[src/rtl/esn7e_st_pkt.sv]
// ESN source word FIFO feeding an Avalon-ST packetizer (PKT_LEN words per packet),
// with sticky overflow flag and saturating drop counter for words lost while full.
module esn7e_st_pkt #(
    parameter int unsigned DEPTH   = 16,
    parameter int unsigned PKT_LEN = 64
) (
    input  logic        clk,
    input  logic        reset,
    input  logic        in_valid,
    input  logic [31:0] in_data,
    input  logic        out_ready,
    output logic        out_valid,
    output logic [31:0] out_data,
    output logic        out_sop,
    output logic        out_eop,
    input  logic        clr_stat,
    output logic        overflow,
    output logic [15:0] drop_count
);
    localparam int unsigned DW = 32;
    localparam int unsigned AW = $clog2(DEPTH);
    localparam int unsigned CW = AW + 1;
    localparam int unsigned BW = $clog2(PKT_LEN);
    localparam int unsigned SW = 16;

    logic [DW-1:0] mem_q [DEPTH];

    logic [AW-1:0] wr_ptr_q, wr_ptr_d;
    logic [AW-1:0] rd_ptr_q, rd_ptr_d;
    logic [CW-1:0] count_q, count_d;
    logic [BW-1:0] beat_q, beat_d;
    logic          valid_q, valid_d;
    logic          sop_q, sop_d;
    logic          eop_q, eop_d;
    logic          ovf_q, ovf_d;
    logic [SW-1:0] drop_q, drop_d;

    logic full;
    logic rd_en;
    logic wr_en;
    logic drop;

    // A read frees a slot in the same cycle, so a full FIFO still accepts a word on a transfer.
    assign full  = (count_q == CW'(DEPTH));
    assign rd_en = valid_q & out_ready;
    assign wr_en = in_valid & (~full | rd_en);
    assign drop  = in_valid & full & ~rd_en;

    always_comb begin
        wr_ptr_d = wr_ptr_q;
        rd_ptr_d = rd_ptr_q;
        count_d  = count_q;
        beat_d   = beat_q;
        ovf_d    = ovf_q;
        drop_d   = drop_q;

        if (wr_en) begin
            wr_ptr_d = wr_ptr_q + AW'(1);
        end
        if (rd_en) begin
            rd_ptr_d = rd_ptr_q + AW'(1);
            beat_d   = (beat_q == BW'(PKT_LEN - 1)) ? '0 : beat_q + BW'(1);
        end

        case ({wr_en, rd_en})
            2'b10:   count_d = count_q + CW'(1);
            2'b01:   count_d = count_q - CW'(1);
            default: count_d = count_q;
        endcase

        // A drop in the clear cycle wins: the stats restart at one.
        if (drop) begin
            ovf_d = 1'b1;
            if (clr_stat) begin
                drop_d = SW'(1);
            end else if (drop_q != {SW{1'b1}}) begin
                drop_d = drop_q + SW'(1);
            end
        end else if (clr_stat) begin
            ovf_d  = 1'b0;
            drop_d = '0;
        end

        valid_d = (count_d != '0);
        sop_d   = valid_d & (beat_d == '0);
        eop_d   = valid_d & (beat_d == BW'(PKT_LEN - 1));
    end

    always_ff @(posedge clk or negedge reset) begin
        if (!reset) begin
            wr_ptr_q <= '0;
            rd_ptr_q <= '0;
            count_q  <= '0;
            beat_q   <= '0;
            valid_q  <= 1'b0;
            sop_q    <= 1'b0;
            eop_q    <= 1'b0;
            ovf_q    <= 1'b0;
            drop_q   <= '0;
        end else begin
            wr_ptr_q <= wr_ptr_d;
            rd_ptr_q <= rd_ptr_d;
            count_q  <= count_d;
            beat_q   <= beat_d;
            valid_q  <= valid_d;
            sop_q    <= sop_d;
            eop_q    <= eop_d;
            ovf_q    <= ovf_d;
            drop_q   <= drop_d;
        end
    end

    // Storage carries no reset; contents are only observed once occupancy covers them.
    always_ff @(posedge clk) begin
        if (wr_en) begin
            mem_q[wr_ptr_q] <= in_data;
        end
    end

    assign out_valid  = valid_q;
    assign out_data   = mem_q[rd_ptr_q];
    assign out_sop    = sop_q;
    assign out_eop    = eop_q;
    assign overflow   = ovf_q;
    assign drop_count = drop_q;

endmodule

[config.mk]
export PLATFORM = sky130hd
export DESIGN_NAME = esn7e_st_pkt
export DESIGN_NICKNAME = d
export VERILOG_FILES = /design/src/rtl/esn7e_st_pkt.sv
export SDC_FILE = /design/constraint.sdc
export NUM_CORES = 1
export LEC_CHECK = 0
export ABC_CLOCK_PERIOD_IN_PS = 12300
export CORE_MARGIN = 1.5
export CORE_UTILIZATION = 45
export DETAILED_ROUTE_END_ITERATION = 8
export HOLD_SLACK_MARGIN = 0.02
export PLACE_DENSITY = 0.67
export SETUP_SLACK_MARGIN = 0.5
export SLEW_MARGIN = 20
export SYNTH_ARGS = -nofsm -noshare
export SYNTH_HDL_FRONTEND = slang
export SYNTH_SLANG_ARGS = --single-unit
[constraint.sdc]
create_clock -name clk -period 12.3 [get_ports clk]
set_clock_uncertainty 0.2 [all_clocks]
set_input_delay 3.075 -clock clk [delete_from_list [all_inputs] [get_ports clk]]
set_output_delay 3.075 -clock clk [all_outputs]
set_load 0.02 [all_outputs]
Word level (Yosys, flattened, before mapping)

Memories as Yosys holds them, arrays and structs flattened.
Index checks and enable logic that the tools add are counted.

$add $sub $neg: 6
Eq/ne operators: 6
Multiplexer cells: 11
Bitwise gates (word level): 9
Reduce and logical (&&, ||, !) cells: 5

Operators by type and width:

| operator                | number |
|---|---|
| $mux W16                | 4 |
| $add A16 B1 Y16 const B | 1 |
| $ne A16 B16 Y1 const B  | 1 |
| $eq A6 B6 Y1 const B    | 2 |
| $mux W6                 | 2 |
| $pmux W5 S2             | 1 |
| $add A4 B1 Y4 const B   | 2 |
| $add A6 B1 Y6 const B   | 1 |
| $and A1 B1 Y1           | 6 |
| $logic_not A6 Y1        | 1 |
| $add A5 B1 Y5 const B   | 1 |
| $eq A5 B5 Y1 const B    | 1 |
| $reduce_bool A5 Y1      | 1 |
| $sub A5 B1 Y5 const B   | 1 |
| $mux W1                 | 4 |
| $reduce_bool A2 Y1      | 2 |
| $eq A2 B1 Y1 const B    | 1 |
| $eq A2 B2 Y1 const B    | 1 |
| $not A1 Y1              | 2 |
| $reduce_and A2 Y1       | 1 |
| $or A1 B1 Y1            | 1 |

Bits in registers: 39
RAM bits: 512
Input bits: 37
Output and inout bits: 52
Logic and storage cells: 47
Memories kept: 1

Memory list:

| memory | depth | bits a word | read ports | clocked after memory_dff | wr ports | RTL line | source |
|---|---|---|---|---|---|---|---|
| mem_q  | 16    | 32          | 1          | 0                        | 1        | 26       | `logic [DW-1:0] mem_q [DEPTH];` |

Longest topological paths before layout

Gate-level depths: netlist (run 1).

Word-level depth: 8
Mapped depth: 9
Depth with buffers taken out: 8

Worst setup path after synthesis (run 1)

Ideal clock, no wire load.

Kind: input-to-reg
From: input port out_ready
To: memory mem_q[3][0], enable pin
Library setup time: 0.461 ns
Data arrival time: 6.062 ns
Required time: 11.639 ns
Setup slack: 5.577 ns
Stages: 5
Path buffers: 1
Path through: buf_2 -> nand2_1 -> a21boi_2 -> nand2_1 -> nor3_1

Longest elaborated chain between the ends: 5

Ends and longest elaborated chain:

| what                          | RTL line | source |
|---|---|---|
| from (decl)                   | 11       | `input logic out_ready,` |
| $and A1 B1 Y1                 | 45       | `assign rd_en = valid_q & out_ready;` |
| $or A1 B1 Y1                  | 46       | `assign wr_en = in_valid & (~full \| rd_en);` |
| $and A1 B1 Y1                 | 46       |  |
| $mux W1                       | 115      | `if (wr_en) begin` |
| $mux W1 (implied by the code) | 116      | `mem_q[wr_ptr_q] <= in_data;` |
| to (decl)                     | 26       |  |

No other way between the ends.

Worst setup path in the final report (run 1)

From: register rd_ptr_q[1]
To: output port out_data[26]

Longest elaborated chain between the ends: 1

Ends and longest elaborated chain:

| what                   | RTL line | source |
|---|---|---|
| from (decl)            | 29       | `logic [AW-1:0] rd_ptr_q, rd_ptr_d;` |
| from (signal assigned) | 102      | `rd_ptr_q <= rd_ptr_d;` |
| $mem_v2 Z16 W32        | n/a      |  |
| to (decl)              | 13       | `output logic [31:0] out_data,` |

No other way between the ends.

==> metrics.yaml, run 1 <==
power_and_ir_drop:
  netSwitchingPower_uw: 1660
  p_comb_share_pct: 28.7
  power_density_nw_per_um2: 228
  p_int_uw: 3990
  max-vdd-ir-drop_v: 0.000113
  clkPwrFrac_pct: 27.9
  seqPwrFrac_pct: 43.4
  swShare_pct: 29.4
  p_leak_uw: 0.00781
sta:
  setup_tns_ns: 0
  setup_slack_ns: 4.76
  slew_violations: 0
  setup_viol: 0
  fmax_ghz: 0.133
  hold_viol_final: 0
  period_share_pct: 61.3
  tightest_slew_ns: 1.04
  period_minus_slack_ns: 7.54
  maxSlewHeadroom_pct: 30.6
  rsz0062_at_grt: "false"
yosys:
  synth_edf_count: 512
  synth_seq_cells: 551
  ys_seq_area_share_pct: 76.1
  synth_flop_cell: "edfxtp_1"
  synth.area.top_cells: "edfxtp_1 (72%), mux4_2 (17%), dfrtp_1 (4.5%), xnor2_1 (0.86%), buf_6 (0.58%)"
  ys_top_cells_by_count: "edfxtp_1 (512), mux4_2 (160), dfrtp_1 (39)"
  synth_fp_nets: 1004
  netlist_instances: 959
  yosys.area.top_type: "edfxtp_1"
  async_flop_share_pct: 7.08
  yosysMostFrequentCell: "edfxtp_1"
  syn-mean-instance-area_um2: 22.4
  ys_warn_count: 0
  syn-cell-area_um2: 21500
  synth_top_area_share_pct: 71.5
  ys_types: 45
setup_path:
  end_kind: "output pin"
  critPathRequiredTime_ns: 9.02
  critPathArrivalTime_ns: 4.27
  reg2reg_from: "out_valid"
  crit_path_max_fanout: 69
  crit_type: "flop to output pin"
  reg2reg_depth: 5
  r2r_setup_slack_ns: 9.07
  cp-start-kind: "flop"
  critical_path.reg2reg.endpoint: "mem_q[15][31]"
global_routing:
  grt_first_pass_wirelength_um: 68100
  grt_overflow: 0
  antenna_found_initial: 2
  grt_pass1_vias: 10500
  grt_use_total_pct: 18.8
  grt_max_degree: 70
cts:
  h-tree-depth: 2
  holdBufCountCts: 0
  numCtsBuffers: 55
  clockBufferDepth: 3
  cts_root_buf: "clkbuf_16"
  post-cts-setup-buffer-count: 0
  cts_resized: 0
  cts_tree: "done"
  clkSinkCount: 551
  clock_latency_ns: 0.60
  clk_pin_slew_ns: 0.06
detailed_routing:
  routed_via_density: 5.79
  totalWireLength_um: 45200
  drt-pass1-iter-count: 5
  final_antenna_net_count: 0
  drc: 0
  wl_per_cell_um: 26.2
  first_iter_violations: 1172
  vias: 10000
finish:
  n_antenna_cell: 0
  fill_cells: 3598
  layout.nets: 1122
  syn2layout_area_growth_pct: 15.6
  drive_gt1_share_pct: 25.7
floorplanning:
  die-area_um2: 49100
  die-width_um: 222
  die_h_um: 222
  core_um2: 46900
  io_pins: 89
  start_util_pct: 45.9
  placementRows: 79
flow_run:
  max_cap_viol_count: 0
min_path:
  holdCritStartpoint: "overflow"
  hp-class: "flop to flop"
  min_path_cells: 2
  holdPathEnd: "overflow"
placed_design:
  gp_congestion: 0.729
  dp_hpwl_um: 23400
  post-place-ws_ns: 5.34
  io_buffer_count: 88
outcome:
  status: "completed"
-- layout make-up --
cell class                 instances  area (µm²)  share of cell area, %
inverter                          14        52.6                  0.211
timing repair buffer             110        1050                   4.24
tap                              607         759                   3.06
sequential                       551       16400                   65.8
clock buffer                      72        1490                   6.00
multi-input combinational        345        4930                   19.8
clock inverter                    30         206                  0.831
-- worst max path at each step --
| stage | cells past startpoint | to | slack, ns | startpoint |
|---|---|---|---|---|
| finish | 4 | out_data[26] | 4.76 | rd_ptr_q[1] |
| global route | 4 | out_data[26] | 4.61 | rd_ptr_q[1] |
| CTS | 4 | out_data[26] | 4.68 | rd_ptr_q[0] |
| detailed placement | 4 | out_data[25] | 5.34 | rd_ptr_q[0] |
| global placement | 4 | out_data[26] | 5.34 | rd_ptr_q[0] |
| floorplan | 5 | mem_q[3][0] | 5.58 | out_ready |
-- cells by family (layout without fill, tap and decap cells) --
family                     Yosys count  after routing  share of synthesized area [%]
adders and majority gates            8              8                          0.466
and+or+nand+nor                    105            105                           2.54
xor gates and xnor gates            25             25                           1.02
AOI/OAI and AO/OA                   46             46                           1.57
buffers and inverters               63            226                           1.54
muxes                              161            161                           16.8
DFF                                551            551                           76.1
-- critical path, cell delays in order, from the launching register on --
cell and delay (ns):
dfrtp_4 1.08, buf_4 0.96, mux4_2 0.45, mux4_2 0.51
clkdlybuf4s50_1 0.59
-- stage by stage --
step	hold slack [ns]	area (µm²)	utilization [%]	total power, µW	cells
after global routing	0.352	24900	53.0	5890	1729
after floorplan	0.316	21500	-	3560	959
after global placement	0.317	23100	49.4	4130	1626
after detailed placement	0.322	23100	49.4	4140	1626
final	0.328	24900	53.0	5660	1729
after CTS	0.334	24800	53.0	5720	1728
-- registers in the layout, summed over array words and instances (netlist names) --
register	cells
beat_q	6
count_q	5
drop_count	16
mem_q	512
out_eop	1
out_sop	1
out_valid	1
overflow	1
rd_ptr_q	4
wr_ptr_q	4
-- power by group through the flow --
stage / clock network [µW] / logic (µW) / registers (µW)
2_1_floorplan: 0 / 1210 / 2350
5_1_grt: 1680 / 1730 / 2490
3_3_place_gp: 0 / 1630 / 2490
3_5_place_dp: 0 / 1640 / 2500
4_1_cts: 1610 / 1650 / 2460
6_report: 1580 / 1620 / 2460
-- placed cells by master, fill, tap and decap left out, types with 3 or more instances in the layout --
cell             count
a21oi_1              8
inv_1               14
or3_1                4
nor3_1               3
nand2b_1             3
mux4_2             160
xor2_1               4
o21ai_0              6
edfxtp_1           512
clkinv_2             9
and3_1               6
clkinv_1            14
a21o_1               3
nor2_4              12
xnor2_1             21
o31ai_1              4
a211oi_1             7
buf_4               21
nor3_2               5
nand4_1              8
nand3_1             13
clkbuf_16           56
a31oi_1              4
nor2_1              17
clkdlybuf4s50_1     87
and2_1               4
dfrtp_1             35
clkbuf_8             3
nand2_1             21
ha_1                 8
clkbuf_1            13
-- metal layers --
layer	up-vias	wire length (µm)	track usage [%]
met3	57	3250	3.10
li1	4272	-	-
met5	-	13	0
met4	2	729	4.75
met1	5298	19100	27.0
met2	381	22200	30.4
No activity file was read; power rests on OpenSTA's default activity.
==> inputs of run 2 (changes only) <==
- ABC_CLOCK_PERIOD_IN_PS: 12300 -> 6300
- PLACE_DENSITY: 0.67 -> 0.69
- clock period: 12.3 -> 6.3 ns (I/O delays scaled with it)
==> run 2 against run 1 <==
Sequential power up 96%. Setup slack lost 3.8 ns. Via count down 0.28%. Flip-flop and latch count unchanged. Sequential share of layout area down 0.74 points. Critical path type unchanged. Critical endpoint is now out_data[5].
==> metrics.yaml, run 2 (synthesized netlist as in run 1, its figures left out) <==
power_and_ir_drop:
  p_int_uw: 7990
  p_leak_uw: 0.00793
  p_comb_share_pct: 28.4
  seqPwrFrac_pct: 42.7
  clkPwrFrac_pct: 28.9
  power_density_nw_per_um2: 448
  swShare_pct: 29.0
  max-vdd-ir-drop_v: 0.000238
  netSwitchingPower_uw: 3270
detailed_routing:
  final_antenna_net_count: 0
  totalWireLength_um: 43100
  drt-pass1-iter-count: 5
  routed_via_density: 5.77
  top_layer: "met4"
  vias: 9982
  wl_met1_um: 18600
  wl_per_cell_um: 24.9
  drc: 0
  wl_met3_um: 2630
  wl_met2_um: 21000
  first_iter_violations: 813
finish:
  final_common_cell: "edfxtp_1"
  fin_area_um2: 25100
  most-common-layout-cells: "edfxtp_1 (512), mux4_2 (160), clkdlybuf4s50_1 (87), clkbuf_16 (55), dfrtp_1 (35)"
  fin_util_pct: 53.7
  largest_register_ff_count: 512
  drive_gt1_share_pct: 26.7
  regMostFlops: "mem_q"
  stdcell_count: 1730
  layout.nets: 1128
  fill_cells: 3560
  syn2layout_area_growth_pct: 16.9
  n_antenna_cell: 0
sta:
  setup_tns_ns: 0
  setup_viol: 0
  fmax_ghz: 0.187
  period_share_pct: 84.8
  maxSlewHeadroom_pct: 39.1
  worst_hold_slack_ns: 0.335
  hold_viol_final: 0
  period_minus_slack_ns: 5.34
  slew_violations: 0
  rsz0062_at_grt: "false"
  tightest_slew_ns: 0.911
setup_path:
  max_stage_delay_ns: 0.93
  crit_buf_inv: 2
  end_kind: "output pin"
  crit_top_cell: "mux4_2"
  critPathArrivalTime_ns: 3.57
  cp-start-kind: "flop"
  r2r_setup_slack_ns: 3.12
  critPathRequiredTime_ns: 4.53
  crit_path_max_fanout: 38
  path_cells: "buf_12 -> mux4_2 -> mux4_2 -> clkdlybuf4s50_1"
  crit_type: "flop to output pin"
  crit_family: "multiplexers"
  cp_slowest_cell: "dfrtp_4"
floorplanning:
  die-area_um2: 49100
  core_um2: 46900
  die_h_um: 222
  placementRows: 79
  start_util_pct: 45.9
  die-width_um: 222
  io_pins: 89
global_routing:
  grt_first_pass_wirelength_um: 65000
  grt_max_degree: 63
  grt_pass1_vias: 10300
  grt_use_total_pct: 17.8
  antenna_found_initial: 0
  grt_overflow: 0
cts:
  cts_tree: "done"
  numCtsBuffers: 55
  post-cts-setup-buffer-count: 0
  clkSinkCount: 551
  clk_pin_slew_ns: 0.06
  h-tree-depth: 2
  clockBufferDepth: 3
  clock_latency_ns: 0.59
  cts_root_buf: "clkbuf_16"
  cts_resized: 0
  holdBufCountCts: 0
min_path:
  hp-class: "flop to flop"
outcome:
  status: "completed"
placed_design:
  dp_hpwl_um: 23700
  io_buffer_count: 88
  gp_congestion: 0.741
  dpl_cell_area_um2: 23300
  numPlacedInstances: 1633
flow_run:
  max_cap_viol_count: 0
## run 2: layer usage
metal,track usage [%],vias up
met4,4.55,0
met1,25.1,5339
met2,28.5,315
met3,4.00,55
met5,0,-
li1,-,4273
## run 2: path summary, 6_finish.rpt
kind | from | to | cells past startpoint
max | rd_ptr_q[0] | out_data[5] | 4
max reg2reg | count_q[0] | mem_q[4][23] | 6
min in group asynchronous | reset | drop_count[15] | 1
min reg2reg | overflow | overflow | 2
max in group asynchronous | reset | rd_ptr_q[3] | 1
min | overflow | overflow | 2
## run 2: power groups by stage
| stage | Combinational (µW) | Clock [µW] | Sequential (µW) |
|---|---|---|---|
| 6_report | 3200 | 3260 | 4810 |
| 5_1_grt | 3400 | 3450 | 4860 |
| 4_1_cts | 3260 | 3310 | 4820 |
| 3_5_place_dp | 3250 | 0 | 4900 |
| 3_3_place_gp | 3190 | 0 | 4870 |
| 2_1_floorplan | 2370 | 0 | 4580 |
## run 2: cell type report
class | instances | area (µm²) | area share [%]
inverter | 14 | 52.6 | 0.209
sequential | 551 | 16400 | 65.1
timing repair buffer | 116 | 1220 | 4.87
multi-input combinational | 345 | 4930 | 19.6
tap | 607 | 759 | 3.02
clock buffer | 62 | 1400 | 5.58
clock inverter | 35 | 412 | 1.64
## run 2: worst reg2reg max path, cell delays in order (launching register included)
cell      delay, ns
dfrtp_1        0.49
nor4_2         0.10
and2_1         0.22
a21boi_2       0.34
nand2_1        0.32
nor2_4         0.79
buf_4          0.40
## run 2: per-stage QoR
step	total power, µW	setup slack, ns
after floorplan	6950	1.08
after global placement	8070	1.42
after detailed placement	8140	1.33
after CTS	11400	0.842
after global routing	11700	0.743
final	11300	0.960
